`src/rtl/ro_pkg.sv`:
```
// +--------------------------------------------------------------------------+
// | ro_pkg: shared FSM encoding and default widths for the RO frequency meter |
// | Rev 1.0                                                                  |
// +--------------------------------------------------------------------------+
`default_nettype none

package ro_pkg;

  localparam int CNT_W_DEF = 16;
  localparam int WIN_W_DEF = 16;

  typedef enum logic [1:0] {
    IDLE = 2'd0,
    GATE = 2'd1,
    HOLD = 2'd2
  } state_t;

endpackage

`default_nettype wire

```
`src/rtl/ro_edge_sync.sv`:
```
// +--------------------------------------------------------------------------+
// | ro_edge_sync: 2-flop synchroniser plus delay flop; one-cycle rise pulse   |
// | Rev 1.0                                                                  |
// +--------------------------------------------------------------------------+
`default_nettype none

module ro_edge_sync (
  input  logic clk,
  input  logic reset,
  input  logic in,
  output logic rise
);

  logic sync1_q;
  logic sync2_q;
  logic dly_q;

  always_ff @(posedge clk or negedge reset) begin
    if (!reset) begin
      sync1_q <= 1'b0;
      sync2_q <= 1'b0;
      dly_q   <= 1'b0;
    end else begin
      sync1_q <= in;
      sync2_q <= sync1_q;
      dly_q   <= sync2_q;
    end
  end

  assign rise = sync2_q & ~dly_q;

endmodule

`default_nettype wire

```
`src/rtl/ro_freq_meter.sv`:
```
// +--------------------------------------------------------------------------+
// | ro_freq_meter: counts ring-oscillator rising edges over a clk-cycle gate  |
// | window. Define RO_FREQ_CONT_EN for back-to-back continuous windows.       |
// | Rev 1.0                                                                  |
// +--------------------------------------------------------------------------+
`default_nettype none

module ro_freq_meter
  import ro_pkg::*;
#(
  parameter int CNT_W = CNT_W_DEF,
  parameter int WIN_W = WIN_W_DEF
) (
  input  logic             clk,
  input  logic             reset,
  input  logic             start,
  input  logic [WIN_W-1:0] win_len,
  input  logic             ro_in,
  output logic             busy,
  output logic [CNT_W-1:0] count,
  output logic             overflow,
  output logic             valid,
  input  logic             ready
);

  state_t             state_q;
  logic               busy_q;
  logic               valid_q;
  logic               overflow_q;
  logic [CNT_W-1:0]   count_q;
  logic [WIN_W-1:0]   win_cnt_q;
  logic               rise;
  logic               cnt_full;
`ifdef RO_FREQ_CONT_EN
  logic [WIN_W-1:0]   win_len_q;
`endif

  ro_edge_sync u_edge_sync (
    .clk   (clk),
    .reset (reset),
    .in    (ro_in),
    .rise  (rise)
  );

  assign cnt_full = &count_q;

  always_ff @(posedge clk or negedge reset) begin
    if (!reset) begin
      state_q    <= IDLE;
      busy_q     <= 1'b0;
      valid_q    <= 1'b0;
      overflow_q <= 1'b0;
      count_q    <= '0;
      win_cnt_q  <= '0;
`ifdef RO_FREQ_CONT_EN
      win_len_q  <= '0;
`endif
    end else begin
      case (state_q)
        IDLE: begin
          if (start && (win_len != '0)) begin
            win_cnt_q  <= win_len;
`ifdef RO_FREQ_CONT_EN
            win_len_q  <= win_len;
`endif
            count_q    <= '0;
            overflow_q <= 1'b0;
            busy_q     <= 1'b1;
            state_q    <= GATE;
          end
        end
        GATE: begin
          // Saturate rather than wrap; overflow flags a lost edge.
          if (rise) begin
            if (cnt_full) overflow_q <= 1'b1;
            else          count_q    <= count_q + CNT_W'(1);
          end
          win_cnt_q <= win_cnt_q - WIN_W'(1);
          if (win_cnt_q == WIN_W'(1)) begin
            valid_q <= 1'b1;
            state_q <= HOLD;
          end
        end
        HOLD: begin
          if (ready) begin
            valid_q <= 1'b0;
`ifdef RO_FREQ_CONT_EN
            win_cnt_q  <= win_len_q;
            count_q    <= '0;
            overflow_q <= 1'b0;
            state_q    <= GATE;
`else
            busy_q  <= 1'b0;
            state_q <= IDLE;
`endif
          end
        end
        default: state_q <= IDLE;
      endcase
    end
  end

  assign busy     = busy_q;
  assign valid    = valid_q;
  assign count    = count_q;
  assign overflow = overflow_q;

endmodule

`default_nettype wire

```
`config.mk`:
```
export PLATFORM = sky130hd
export DESIGN_NAME = ro_freq_meter
export DESIGN_NICKNAME = d
export VERILOG_FILES = /design/src/rtl/ro_pkg.sv /design/src/rtl/ro_edge_sync.sv /design/src/rtl/ro_freq_meter.sv
export SDC_FILE = /design/constraint.sdc
export NUM_CORES = 1
export LEC_CHECK = 0
export ABC_AREA = 1
export BUFFER_PORTS_ARGS = -buffer_cell sky130_fd_sc_hd__buf_2
export CAP_MARGIN = 20
export CORE_ASPECT_RATIO = 0.6
export CORE_MARGIN = 2
export CORE_UTILIZATION = 52
export DETAILED_ROUTE_END_ITERATION = 8
export PLACE_DENSITY_LB_ADDON = 0.3
export SETUP_SLACK_MARGIN = 0.5
export SLEW_MARGIN = 20
export SYNTH_ARGS = -nofsm -noshare
export SYNTH_HDL_FRONTEND = slang
export SYNTH_SLANG_ARGS = --single-unit
```
`constraint.sdc`:
```
create_clock -name clk -period 1.5 [get_ports clk]
set_input_delay 0.075 -clock clk [delete_from_list [all_inputs] [get_ports clk]]
set_output_delay 0.075 -clock clk [all_outputs]
set_load 0.05 [all_outputs]
```
Word level (Yosys, flattened, before mapping)

Cells that the tools add are included.

Logic and storage cells: 54
Input port bits: 21
Bits in registers: 40
Output and inout bits: 19

Reduce and logical (&&, ||, !) cells: 13
Multiplexer cells: 19
Equal/unequal tests: 9
Bitwise logic cells: 2
Add/sub/neg operators: 2

Operators by type and width:

| operator                                                               | count |
|---|---|
| 16-bit 2-to-1 mux                                                      | 4 |
| 16-bit one-hot mux with 2 select lines                                 | 2 |
| 16-bit by 1-bit adder with 16-bit output, second input constant        | 1 |
| 16-bit by 1-bit equality test with 1-bit output, second input constant | 1 |
| 16-bit AND reduction                                                   | 1 |
| 16-bit nonzero test                                                    | 1 |
| 16-bit by 1-bit subtractor with 16-bit output, second input constant   | 1 |
| 2-bit != test, second input constant                                   | 6 |
| 3-bit AND reduction                                                    | 3 |
| 4-bit AND reduction                                                    | 2 |
| 1-bit 2-to-1 mux                                                       | 6 |
| 2-bit 2-to-1 mux                                                       | 3 |
| 1-bit one-hot mux with 2 select lines                                  | 3 |
| 2-bit one-hot mux with 3 select lines                                  | 1 |
| 2-bit nonzero test                                                     | 3 |
| 2-bit by 1-bit equality test with 1-bit output, second input constant  | 1 |
| 2-bit equality test, second input constant                             | 1 |
| 2-bit logical NOT                                                      | 1 |
| 2-bit AND reduction                                                    | 1 |
| 1-bit bitwise AND                                                      | 1 |
| 1-bit logical AND                                                      | 1 |
| 1-bit NOT                                                              | 1 |

Longest topological paths before layout

Gate-level depths: netlist of the first run.

Word-level depth: 4
Mapped depth: 11
Gate-level depth less buffers: 11

Hierarchy

A second synthesis of the first run with hierarchy kept.

Cell total of the unflattened synthesis: 409
Area, all modules: 2675.1 um^2

By module, submodules not included:

| module        | area an instance (um^2) | times used | cells an instance |
|---|---|---|---|
| ro_freq_meter | 2590.0                  | 1          | 404 |
| ro_edge_sync  | 85.1                    | 1          | 5 |

Least setup slack after synthesis of the first run

Ideal clock, no wire load.

Path kind: reg-to-reg
Start point: register count_q[0], in the netlist count[0]
End point: register count_q[3], in the netlist count[3]
Path buffers: 1
Data required time: 1.380 ns
Clock period less this slack: 2.029 ns
Library setup time: 0.120 ns
Setup slack: -0.529 ns
Stages on the path, launching flop included: 10
Arrival time: 1.910 ns
Cell sequence: dfrtp_1 ha_1 nand3_1 nor2_2 nand2_2 nor2_4 a21oi_4 buf_2 nand3_1 nand2_1

Cells in the longest elaborated chain, start to end: 4

Ends and longest elaborated chain:

| element                                  | RTL line            | source |
|---|---|---|
| start: declaration                       | ro_freq_meter.sv:30 | `logic [CNT_W-1:0] count_q;` |
| start signal: assignment                 | ro_freq_meter.sv:76 | `else count_q <= count_q + CNT_W'(1);` |
| 16-bit by 1-bit adder with 16-bit output | ro_freq_meter.sv:76 |  |
| 16-bit 2-to-1 mux                        | ro_freq_meter.sv:75 | `if (cnt_full) overflow_q <= 1'b1;` |
| 16-bit 2-to-1 mux                        | ro_freq_meter.sv:74 | `if (rise) begin` |
| 16-bit one-hot mux with 2 select lines   | ro_freq_meter.sv:59 | `case (state_q)` |

Several ways; a longest one is shown, not always the timed one. The select of a mux whose other input is x is not followed.
A chain may end at the register's enable or synchronous reset.

Worst setup path after layout of the first run

Start point: register count_q[1], in the netlist count[1]
End point: register count_q[15], in the netlist count[15]

The elaborated chain is that of the path after synthesis.

==> results of run 1 <==
==> logic make-up (layout without fill, tap and decap cells) <==
family / count (synthesis) / after routing
compound gates: 21 / 21
buf+inv: 49 / 149
flops: 40 / 40
fa+ha+maj: 3 / 3
xor+xnor: 9 / 9
simple gates: 292 / 292
==> what timing repair did <==
item,4_1_cts,5_1_grt
pin swaps,18,19
setup endpoints to repair,54,55
gates cloned,2,1
hold endpoints to repair,16,0
buffers inserted,25,11
gates resized for setup,86,69
hold buffers,3,0
==> power by group <==
group | switching (mW) | internal, mW
Sequential | 0.487 | 1.41
Combinational | 2.56 | 1.77
Clock | 0.412 | 0.494
==> cells in the mapped netlist <==
cell type / instances
a21oi_1: 2
a21oi_4: 1
buf_1: 3
buf_2: 4
buf_8: 1
clkbuf_1: 4
dfrtp_1: 40
ha_1: 3
inv_1: 35
inv_2: 2
nand2_1: 147
nand2_2: 2
nand2_4: 1
nand3_1: 59
nand3b_1: 2
nand4_1: 7
nor2_1: 67
nor2_2: 1
nor2_4: 1
nor3_2: 1
o21ai_0: 18
or2_2: 4
xnor2_1: 3
xor2_1: 6
==> area by class of cell <==
cell class                      count  area share
Timing Repair Buffer              104       0.242
Sequential cell                    40       0.240
Clock inverter                      2     0.00821
Multi-Input combinational cell    325       0.437
Tap cell                           66      0.0193
Inverter                           37      0.0366
Clock buffer                        6      0.0170
==> registers in the layout, indices dropped and copies added, names as in the netlist <==
name                 flops
count                   16
win_cnt_q               16
state_q                  2
busy                     1
overflow                 1
u_edge_sync.dly_q        1
u_edge_sync.sync1_q      1
u_edge_sync.sync2_q      1
valid                    1
==> metal layers <==
metal / up-vias / share of wire / track usage
met5: - / 0 / 0
met4: 0 / 0.057 / 0.0845
met3: 114 / 0.17 / 0.0929
met2: 402 / 0.42 / 0.491
met1: 1626 / 0.36 / 0.481
li1: 1505 / - / -
==> worst max path at each step <==
stage | startpoint | end | cells past startpoint
6_report | count[1] | count[15] | 8
3_3_place_gp | count[3] | count[13] | 8
3_5_place_dp | count[0] | count[8] | 9
5_1_grt | count[0] | count[15] | 8
4_1_cts | count[1] | count[1] | 9
2_1_floorplan | count[0] | count[2] | 10
==> worst register-to-register path, cell delays in order, from the launching register on <==
cell,delay (ns)
dfrtp_2,0.41
nand2_1,0.10
nor2_1,0.29
nand2_1,0.18
o21ai_0,0.25
nand2_1,0.09
nor2_1,0.13
nand3_2,0.08
nand2_1,0.09
==> impl_results.md, run 1 <==
* Outcome: finished, violations left
* Failing checks: negative setup slack
* Post-route design area at between 4000 and 5000 sq um
* Critical Path AT at 1.92 ns
* Worst slack, placed at -0.00691 ns
* Antenna diode count at 0
* Dpl cell area at roughly 3200 sq um
* Clock transition at path regs at around 0.090 ns
* Final hold viol count at 0
* Syn avg cell area at 6.44 sq um
* Startpoint types: flop
* Crit path cell chain: nand2_1, nor2_1, nand2_1, o21ai_0, nand2_1, nor2_1, nand3_2, nand2_1
* Crit Path Class: flop to flop
* Final worst slack at -0.179 ns
* Share of post-route cells with drive strength above 1 at 0.422
* Worst path required time at 1.74 ns
* Drt total wl at 11900 um
* Die Area at 5740 sq um
* RR Endpoint: count[15]
* Slowest CP cell: dfrtp_2
* DR DRC count at 0
* Max_cap viols at 0
* Clock latency on the worst-skew pair at 0.31 ns
* TritonCTS clock tree: done
* Slew @ Worst Pin at 0.397 ns
* Total congestion overflow at 0
* Post-DP HPWL at 5790 um
* R2R depth at 8
* Routed via count at between 3000 and 4000
* Vias in the first global route at 2900
* Largest family of logic cells by synthesized area: simple AND/OR/NAND/NOR gates
* Worst Skew at 0.00759 ns
* Worst min-delay path startpoint: win_len[8]
* CP max FO at 3
* Hold Path End: win_cnt_q[8]
* Unique masters post-synth at 24
* Largest delay share family, worst path: simple AND/OR/NAND/NOR gates
* Root buffer cell: clkbuf_8
* Max Fclk at between 0.5 and 0.6 GHz
* Max-slew violations at 0
* Worst Hold Depth at 5
* Number of synthesized register bits at 40
* Chip Height at 59.5 um
* Synth area leader: dfrtp_1
* Crit path time final at 1.68 ns
* NumNets Final at 537
* HP Class: input pin to flop
* Synth area leaders: dfrtp_1, nand2_1, nand3_1
* Non-Filler Instances at 580
* Initial antenna violation count at 0
* Fill count at 246
* Rows at 20
* Final core occ at 0.853
* Deepest clock path buffer count at 2
* First-pass GRT wire length at approximately 14000 um
* Core area at between 5000 and 6000 sq um
* DRT Pass-1 Iters at 7
* CP most frequent cell: nand2_1
* Fin Hold WS at 0.0854 ns
* Largest net degree at the start of global routing at 27
* FF-to-FF Start: count[1]
* Adder-cell share of the synthesized area at 0.0141
* Final setup violation count at 20
* Worst path bufs/invs at 0
* Post-synthesis mux area share at 0
* IO Pins at 40
* RSZ-0062 raised after global routing: true
* Sequential-to-total area share from yosys stat at 0.375
* Placed instance count at 530
* Slew HR at 0.735
* Gr usage total at 0.332
* CP Capture Type: flop
* Final setup TNS at -0.774 ns
* Clk sinks at 40
* Largest stage delay on the critical path at 0.41 ns
* Num CTS Buffers at 5
* Post-DRT Antenna Nets at 0
* Syn. warnings at 0
* PD cells at between 1500 and 2000 nW/um^2
* Syn nets at around 440
* H-Tree Depth at 2
* R2r setup slk at -0.18 ns
* Vias per cell at 6.29
* Commonest non-fill, non-tap cell in the layout: nand2_1
* Commonest cells after routing, fill and taps aside: nand2_1, nor2_1, nand3_1, buf_4, inv_1
* Simple-Gate Fraction of Synth Area at 0.462
* Overall Power at ~7.1 mW
* Routability cong. at 0.918
* Average routed wire per standard cell at 20.6 um
* Port-buffer cells at 39
* Worst vdd ir at 1.09 mV
* Reg area at approximately 1000 sq um
* Detailed router's first-iteration violation count at around 610
* Synth Cell Area at 2670 sq um
* Die W at 96.5 um
* Area Overhead vs Synth at 60.0%
* Initial Util at 0.533
* Lkg Pwr at a little over 2 nW
* Final period util at 1.12
* Yosys top cell area share at 0.375
* Cells after Synth at 414
* Multi-input logic area at 1870 sq um
* Post-synthesis xor/xnor area fraction at 0.0295
* Compound-Gate Fraction of Synth Area at 0.0436
Power figures use the tool's default switching activity.
==> run 2, diff against run 1 <==
==> constraint.sdc (replaced) <==
create_clock -name clk -period 1.5 [get_ports clk]
set_input_delay 0.15 -clock clk [delete_from_list [all_inputs] [get_ports clk]]
set_output_delay 0.15 -clock clk [all_outputs]
set_load 0.05 [all_outputs]
==> run 2 against run 1 <==
Compared with the run above:
- the flow still finishes with violations (negative setup slack)
- cell area is 1.7% lower
- combinational power is 4% lower
- die area did not move
- register-to-register slack improved by 0.02 ns
- clock skew about the same
- worst hold slack got worse by 0.050 ns
- via count is 0.63% higher
- non-clock buffer count is the same
- sequential cell count is the same
- sequential power hardly changed
- core utilization decreased by 1.4 points
- highest routed layer unchanged
==> impl_results.md, run 2 (synthesized netlist as in run 1, its figures left out) <==
* Max_cap viols at 0 (unchanged)
* Vias in the first global route at 2893 (-0.24%)
* Core area at 5000 sq um (unchanged)
* Final worst slack at -0.157 ns (+0.0228 ns)
* Port-buffer cells at 39 (unchanged)
* Flop pwr share at 0.271 (+0.005)
* Overall Power at 6.91 mW (-3.0%)
* Non-Filler Instances at 580 (unchanged)
* Fin Hold WS at 0.0351 ns (-0.0503 ns)
* Lkg Pwr at 2.01 nW (-0.82%)
* CP most frequent cell: nand2_1
* Clk sinks at 40 (unchanged)
* DR DRC count at 0 (unchanged)
* Routed via count at 3670 (+0.63%)
* Final period util at 1.10 (-0.0152)
* Detailed router's first-iteration violation count at 632 (+4.3%)
* Clock latency on the worst-skew pair at 0.30 ns (about the same)
* Area Overhead vs Synth at 57.3%
* Drt total wl at 11700 um (-2.3%)
* Die W at 96.5 um (unchanged)
* Placed instance count at 530 (unchanged)
* Critical Path AT at 1.88 ns (-0.04 ns)
* Chip Height at 59.5 um (unchanged)
* PD cells at 1650 nW/um^2 (-1.3%)
* Internal power at 3.63 mW (-1.1%)
* Final hold viol count at 0 (unchanged)
* Failing checks: negative setup slack
* Average routed wire per standard cell at 20.1 um (-2.3%)
* Worst slack, placed at -0.00691 ns (unchanged)
* CP Capture Type: flop
* Commonest non-fill, non-tap cell in the layout: nand2_1
* First-pass GRT wire length at 14200 um (about the same)
* Crit path cell chain: inv_2, nor2_4, inv_4, nor2_1, a21oi_4, nand2_4, nand2_1, nand2_1
* Worst path required time at 1.73 ns (about the same)
* Startpoint types: flop
* Max Fclk at 0.604 GHz (+1.4%)
* Part of the power in combinational logic at 0.599 (-0.008)
* Clock transition at path regs at 0.08 ns (about the same)
* Slowest CP cell: dfrtp_1
* Rows at 20 (unchanged)
* Switching share of power at 0.474 (-0.0104)
* Final core occ at 0.838 (-0.0145)
* Commonest cells after routing, fill and taps aside: nand2_1, buf_4, nor2_1, nand3_1, inv_1
* P_sw at 3.28 mW (-5.1%)
* Share of post-route cells with drive strength above 1 at 0.416 (-0.00584)
* Die Area at 5740 sq um (unchanged)
* Slew @ Worst Pin at 0.417 ns (+0.0198 ns)
* Num CTS Buffers at 5 (unchanged)
* Routability cong. at 0.918 (unchanged)
* Total congestion overflow at 0 (unchanged)
* Clock share of power at 0.130 (+0.003)
* RSZ-0062 raised after global routing: true
* Largest net degree at the start of global routing at 27 (unchanged)
* Gr usage total at 0.332 (about the same)
* Slew HR at 0.722 (-0.0132)
* CP max FO at 16 (+13)
* Root buffer cell: clkbuf_8
* Final setup violation count at 18 (-10%)
* Deepest clock path buffer count at 2 (unchanged)
* Largest stage delay on the critical path at 0.39 ns (-0.02 ns)
* Worst vdd ir at 0.960 mV (-11%)
* TritonCTS clock tree: done
* Initial Util at 0.533 (unchanged)
* Crit Path Class: flop to flop
* Post-DRT Antenna Nets at 0 (unchanged)
* IO Pins at 40 (unchanged)
* Initial antenna violation count at 0 (unchanged)
* Vias per cell at 6.33 (+0.63%)
* Max-slew violations at 0 (unchanged)
* Worst Skew at 0.00732 ns (-0.000268 ns)
* Largest delay share family, worst path: simple AND/OR/NAND/NOR gates
* DRT Pass-1 Iters at 6 (-1)
* Crit path time final at 1.66 ns (-0.0228 ns)
* HP Class: input pin to flop
* Antenna diode count at 0 (unchanged)
* Outcome: finished, violations left
* H-Tree Depth at 2 (unchanged)
* Post-DP HPWL at 5790 um (unchanged)
* Worst path bufs/invs at 2 (+2)
* NumNets Final at 537 (unchanged)
## run 2: cell types whose count changed in the layout (fill, tap and decap cells not counted), moves of 2 or more
cell      change
o21ai_1       +3
o21ai_2       -3
nand3_2       -2
nand3_1       +2
buf_8         -9
clkbuf_4      -2
buf_6         +8
nor2_2        +2
buf_4         +4
## run 2: worst paths after layout
kind	end	start	slack, ns	cells after the start
worst min register to register	u_edge_sync.sync2_q	u_edge_sync.sync1_q	0.36	0
min in group asynchronous	win_cnt_q[14]	reset	0.31	2
worst max-delay path	count[10]	state_q[0]	-0.16	8
worst min-delay path	state_q[1]	ready	0.04	2
max in group asynchronous	count[0]	reset	0.69	3
worst max register to register	count[10]	state_q[0]	-0.16	8
## run 2: layout make-up
| type | instances | area (sq um) |
|---|---|---|
| fill | 272 | 810 |
| inverter | 37 | 154 |
| clock inverter | 2 | 35.0 |
| tap | 66 | 82.6 |
| timing repair buffer | 104 | 991 |
| clock buffer | 6 | 72.6 |
| sequential | 40 | 1030 |
| multi-input combinational | 325 | 1830 |
## run 2: power groups by stage
| stage | Clock (mW) | Sequential [mW] | Combinational [mW] |
|---|---|---|---|
| global placement | 0 | 1.75 | 2.49 |
| detailed placement | 0 | 1.77 | 2.55 |
| finish | 0.896 | 1.87 | 4.14 |
| CTS | 0.890 | 1.77 | 3.36 |
| floorplan | 0 | 1.96 | 1.74 |
| global route | 0.936 | 1.90 | 4.36 |
## run 2: stage by stage
step / cell area [sq um] / setup TNS, ns
2_1_floorplan: 2890 / -2.27
3_3_place_gp: 3240 / 0
3_5_place_dp: 3240 / -0.00691
4_1_cts: 3910 / 0
5_1_grt: 4200 / -2.42
6_report: 4200 / -1.60
## run 2: routing by layer
layer  vias to the layer above  wire, um  global-route usage
met4                         0       751              0.0724
met5                         -         0                   0
met3                       118      1820              0.0954
met1                      1648      4310               0.484
li1                       1506         -                   -
met2                       398      4780               0.491
## run 2: repair_timing
action / in CTS / in global routing
gates cloned: 2 / 1
resized for setup: 91 / 47
hold buffers: 2 / 0
endpoints found under the hold margin: 15 / 0
setup endpoints to repair: 56 / 56
setup buffers: 25 / 12
pin swaps: 18 / 20
==> run 3, diff against run 2 <==
ABC_AREA = 0   (was 1)
CORE_UTILIZATION = 51   (was 52)
SETUP_SLACK_MARGIN = unset   (was 0.5)
==> run 3 against run 2 <==
Compared with the run above:
- the flow now stops in 5_1_grt
- synthesized cell count fell by 37%
- synthesized area fell by 9.4%
==> impl_results.md, run 3 <==
* Outcome: stopped before the end
* Fail Step: 5_1_grt
* Tool Error: [ERROR DPL-0038] Utilization greater than 100%, impossible to legalize
* Synth cell count leaders: dfrtp_1, a21oi_1, nor2_1
* Worst EP kind: register input
* Unique masters post-synth at 52 (+120%)
* Post-synthesis mux area share at 0.0269 (+0.0269)
* Post-synthesis xor/xnor area fraction at 0.00363 (-0.0259)
* Largest family of logic cells by synthesized area: compound AO/OA/AOI/OAI gates
* Syn. warnings at 0 (unchanged)
* Worst slack, placed at -0.634 ns (-0.627 ns)
* Synth async-reset ratio at 1.00 (unchanged)
* Sequential-to-total area share from yosys stat at 0.414 (+0.0391)
* Deepest clock path buffer count at 2 (unchanged)
* Synth area leaders: dfrtp_1, or4_1, a21oi_1
* Post-synth EDFFs at 0 (unchanged)
* Rows at 19 (-5.0%)
* Number of synthesized register bits at 40 (unchanged)
* Adder-cell share of the synthesized area at 0.0155 (+0.00146)
* Dpl cell area at 3640 sq um (+12%)
* Grt repair worst endpoint: win_cnt_q[10]$_DFFE_PN0P_/D
* Compound-Gate Fraction of Synth Area at 0.248 (+0.204)
* Synth area leader: dfrtp_1
* Root buffer cell: clkbuf_8
* Post-DP HPWL at 6640 um (+15%)
* Synth Cell Area at 2420 sq um (-9.4%)
* Initial Util at 0.529 (-0.00367)
* Placed instance count at 454 (-14%)
* Syn avg cell area at 9.22 sq um (+43%)
* Routability cong. at 0.918 (about the same)
* IO Pins at 40 (unchanged)
* Clk sinks at 40 (unchanged)
* Largest net degree at the start of global routing at 41
* Num CTS Buffers at 5 (unchanged)
* Syn nets at 286 (-35%)
* Top_reg_cell synth: dfrtp_1
* Die W at 92.9 um (-3.7%)
* Chip Height at 57.3 um (-3.6%)
* Cells after Synth at 262 (-37%)
* Yosys top cell area share at 0.414 (+0.0391)
* H-Tree Depth at 2 (unchanged)
* Simple-Gate Fraction of Synth Area at 0.248 (-0.215)
* Count leader, synth: dfrtp_1
* Port-buffer cells at 39 (unchanged)
==> run 3: cell count changes after synthesis, moves of 9 or more <==
cell / before / now
nor2_1: 67 / 17
nor3_1: 0 / 9
inv_1: 35 / 8
o31ai_1: 0 / 12
or4_1: 0 / 14
nand3_1: 59 / 9
nand2_1: 147 / 16
a21oi_1: 2 / 18
==> run 3: through the flow <==
stage          TNS (ns)  hold WS (ns)   util
2_1_floorplan    -11.89        -0.146      -
4_1_cts           -8.70         0.127  0.959
3_3_place_gp     -18.95         0.131  0.798
3_5_place_dp     -20.57         0.132  0.798
==> run 3: repair_timing <==
action / in CTS
endpoints found under the setup margin: 37
endpoints found under the hold margin: 41
hold buffers: 2
buffers inserted: 20
gates cloned: 1
pin swaps: 51
resized for setup: 113
==> run 3: kinds of logic after synthesis <==
kind of cell    after synthesis
compound gates               85
xor+xnor                      1
fa+ha+maj                     3
buf+inv                      21
flops                        40
mux                           5
simple gates                107
==> run 4, diff against run 3 <==
CORE_ASPECT_RATIO = unset   (was 0.6)
CORE_UTILIZATION = 40   (was 51)
PLACE_DENSITY_LB_ADDON = 0.15   (was 0.3)
clock period = 1.95 ns   (was 1.5 ns; I/O delays follow)
==> run 4 against run 3 <==
Compared with the run above:
- the run now ends clean
- synthesized cell count stayed put
- synthesized area stayed put
==> impl_results.md, run 4 <==
* Overall Power at about 3.1 mW
* Final setup TNS at 0 ns
* Startpoint types: flop
* Vias in the first global route at 2248
* Synth area leader: dfrtp_1
* Routability cong. at 0.840 (-8.4%)
* Cells after Synth at 262 (unchanged)
* Worst vdd ir at approximately 0.46 mV
* Syn avg cell area at 9.22 sq um (unchanged)
* Count leader, synth: dfrtp_1
* Clk sinks at 40 (unchanged)
* Syn nets at 286 (unchanged)
* RSZ-0062 raised after global routing: true
* Initial Util at 0.411 (-0.119)
* Syn. warnings at 0 (unchanged)
* Slew HR at 0.691
* Number of synthesized register bits at 40 (unchanged)
* Final setup violation count at 0
* Share of post-route cells with drive strength above 1 at 0.408
* Rows at 28 (+9)
* Synth cell count leaders: dfrtp_1, a21oi_1, nor2_1
* First-pass GRT wire length at 10900 um
* Final period util at 0.980
* DR DRC count at 0
* Average routed wire per standard cell at 15.8 um
* TritonCTS clock tree: done
* Initial antenna violation count at 0
* Multi-input logic area at 1450 sq um
* Post-synth EDFFs at 0 (unchanged)
* Top_reg_cell synth: dfrtp_1
* Crit path time final at 1.91 ns
* Slew @ Worst Pin at around 0.46 ns
* Chip Height at 81.7 um (+43%)
* Post-DRT Antenna Nets at 0
* Total congestion overflow at 0
* Unique masters post-synth at 52 (unchanged)
* Outcome: complete, no violations
* Deepest clock path buffer count at 2 (unchanged)
* Synth area leaders: dfrtp_1, or4_1, a21oi_1
* Post-DP HPWL at 5120 um (-23%)
* Commonest non-fill, non-tap cell in the layout: buf_4
* Clock latency on the worst-skew pair at 0.30 ns
* Clock transition at path regs at approximately 0.09 ns
* CP Capture Type: flop
* R2r setup slk at 0.04 ns
* NumNets Final at 376
* Reg area at 1010 sq um
* Commonest cells after routing, fill and taps aside: buf_4, buf_2, dfrtp_1
* Synth async-reset ratio at 1.00 (unchanged)
* Die W at 81.7 um (-12%)
* Antenna diode count at 0
* Core area at 5890 sq um
* IO Pins at 40 (unchanged)
* Max-slew violations at 0
* Crit Path Class: flop to flop
* H-Tree Depth at 2 (unchanged)
* Lkg Pwr at roughly 1.4 nW
* Routed via count at between 2000 and 2500
* Placed instance count at 417 (-8.1%)
* Max_cap viols at 0
* Fill count at ~560
* Max Fclk at around 0.52 GHz
* Sequential-to-total area share from yosys stat at 0.414 (unchanged)
* Critical Path AT at 2.14 ns
* Non-Filler Instances at 428
* Detailed router's first-iteration violation count at 92
* Gr usage total at 0.214
* CP max FO at 3
* Root buffer cell: clkbuf_8
* Final hold viol count at 0
* DRT Pass-1 Iters at 4
* Die Area at 6680 sq um
* Area Overhead vs Synth at 39.7%
* Worst Skew at ~0.0066 ns
* Vias per cell at 5.67
* Largest net degree at the start of global routing at 32
* Synth Cell Area at 2420 sq um (unchanged)
* Yosys top cell area share at 0.414 (unchanged)
* PD cells at 929 nW/um^2
* Drt total wl at ~6800 um
* Port-buffer cells at 39 (unchanged)
* HP Class: input pin to flop
* Worst path required time at 2.18 ns
* Num CTS Buffers at 5 (unchanged)
[run 4: cell counts after synthesis]
No cell type changed its count.
[run 4: worst paths after layout]
kind,startpoint,endpoint,cells after the start
setup / recovery,count[0],count[6],6
hold / removal,ready,state_q[1],3
setup reg to reg,count[0],count[6],6
hold reg to reg,u_edge_sync.sync1_q,u_edge_sync.sync2_q,0
max in group asynchronous,reset,count[13],3
min in group asynchronous,reset,win_cnt_q[4],2
[run 4: critical path, stage by stage, from the launching register on]
cell	delay, ns
dfrtp_2	0.36
ha_1	0.18
nand2_2	0.08
or3_4	0.35
or2_2	0.29
or4_1	0.42
a21oi_2	0.15
[run 4: layout make-up]
type                    count  share of cell area
multi-input cells         201               0.429
flip-flops and latches     40               0.299
clock buffers               5              0.0204
inverters                   8             0.00890
well taps                  75              0.0278
clock inverters             3              0.0141
repair buffers             96               0.201
[run 4: metrics by stage]
| step | worst slack, ns | utilization | hold WS [ns] | cell area, sq um |
|---|---|---|---|---|
| after global routing | -0.0124 | 0.574 | 0.202 | 3380 |
| after global placement | -0.197 | 0.539 | 0.176 | 3170 |
| after floorplan | -0.105 | - | -0.101 | 2490 |
| after detailed placement | -0.217 | 0.539 | 0.171 | 3170 |
| after CTS | 0.0105 | 0.567 | 0.157 | 3340 |
| final | 0.0396 | 0.574 | 0.166 | 3380 |
[run 4: logic make-up (layout without fill, tap and decap cells)]
| logic type | Yosys count | in the layout | share of synthesized area |
|---|---|---|---|
| flops | 40 | 40 | 0.414 |
| xor+xnor | 1 | 1 | 0.00363 |
| mux | 5 | 5 | 0.0269 |
| simple gates | 107 | 107 | 0.248 |
| fa+ha+maj | 3 | 3 | 0.0155 |
| buf+inv | 21 | 112 | 0.0440 |
| compound gates | 85 | 85 | 0.248 |
[run 4: timing repair]
| item | in CTS | in global routing |
|---|---|---|
| setup endpoints to repair | 4 | 7 |
| hold buffers | 2 | 0 |
| resized for setup | 6 | 7 |
| buffers inserted | 0 | 1 |
| pin swaps | 0 | 1 |
| hold endpoints to repair | 18 | 0 |
[run 4: layer usage]
metal / share of wire / global-route usage
met2: 0.44 / 0.319
met1: 0.50 / 0.318
met4: 0.016 / 0.0733
met3: 0.039 / 0.0286
met5: 0 / 0
[run 4: where the power goes]
| group | internal (mW) | total, mW | switching (mW) |
|---|---|---|---|
| combinational | 0.580 | 1.24 | 0.661 |
| sequential | 1.02 | 1.19 | 0.170 |
| clock | 0.386 | 0.705 | 0.319 |
| total | 1.99 | 3.14 | 1.15 |
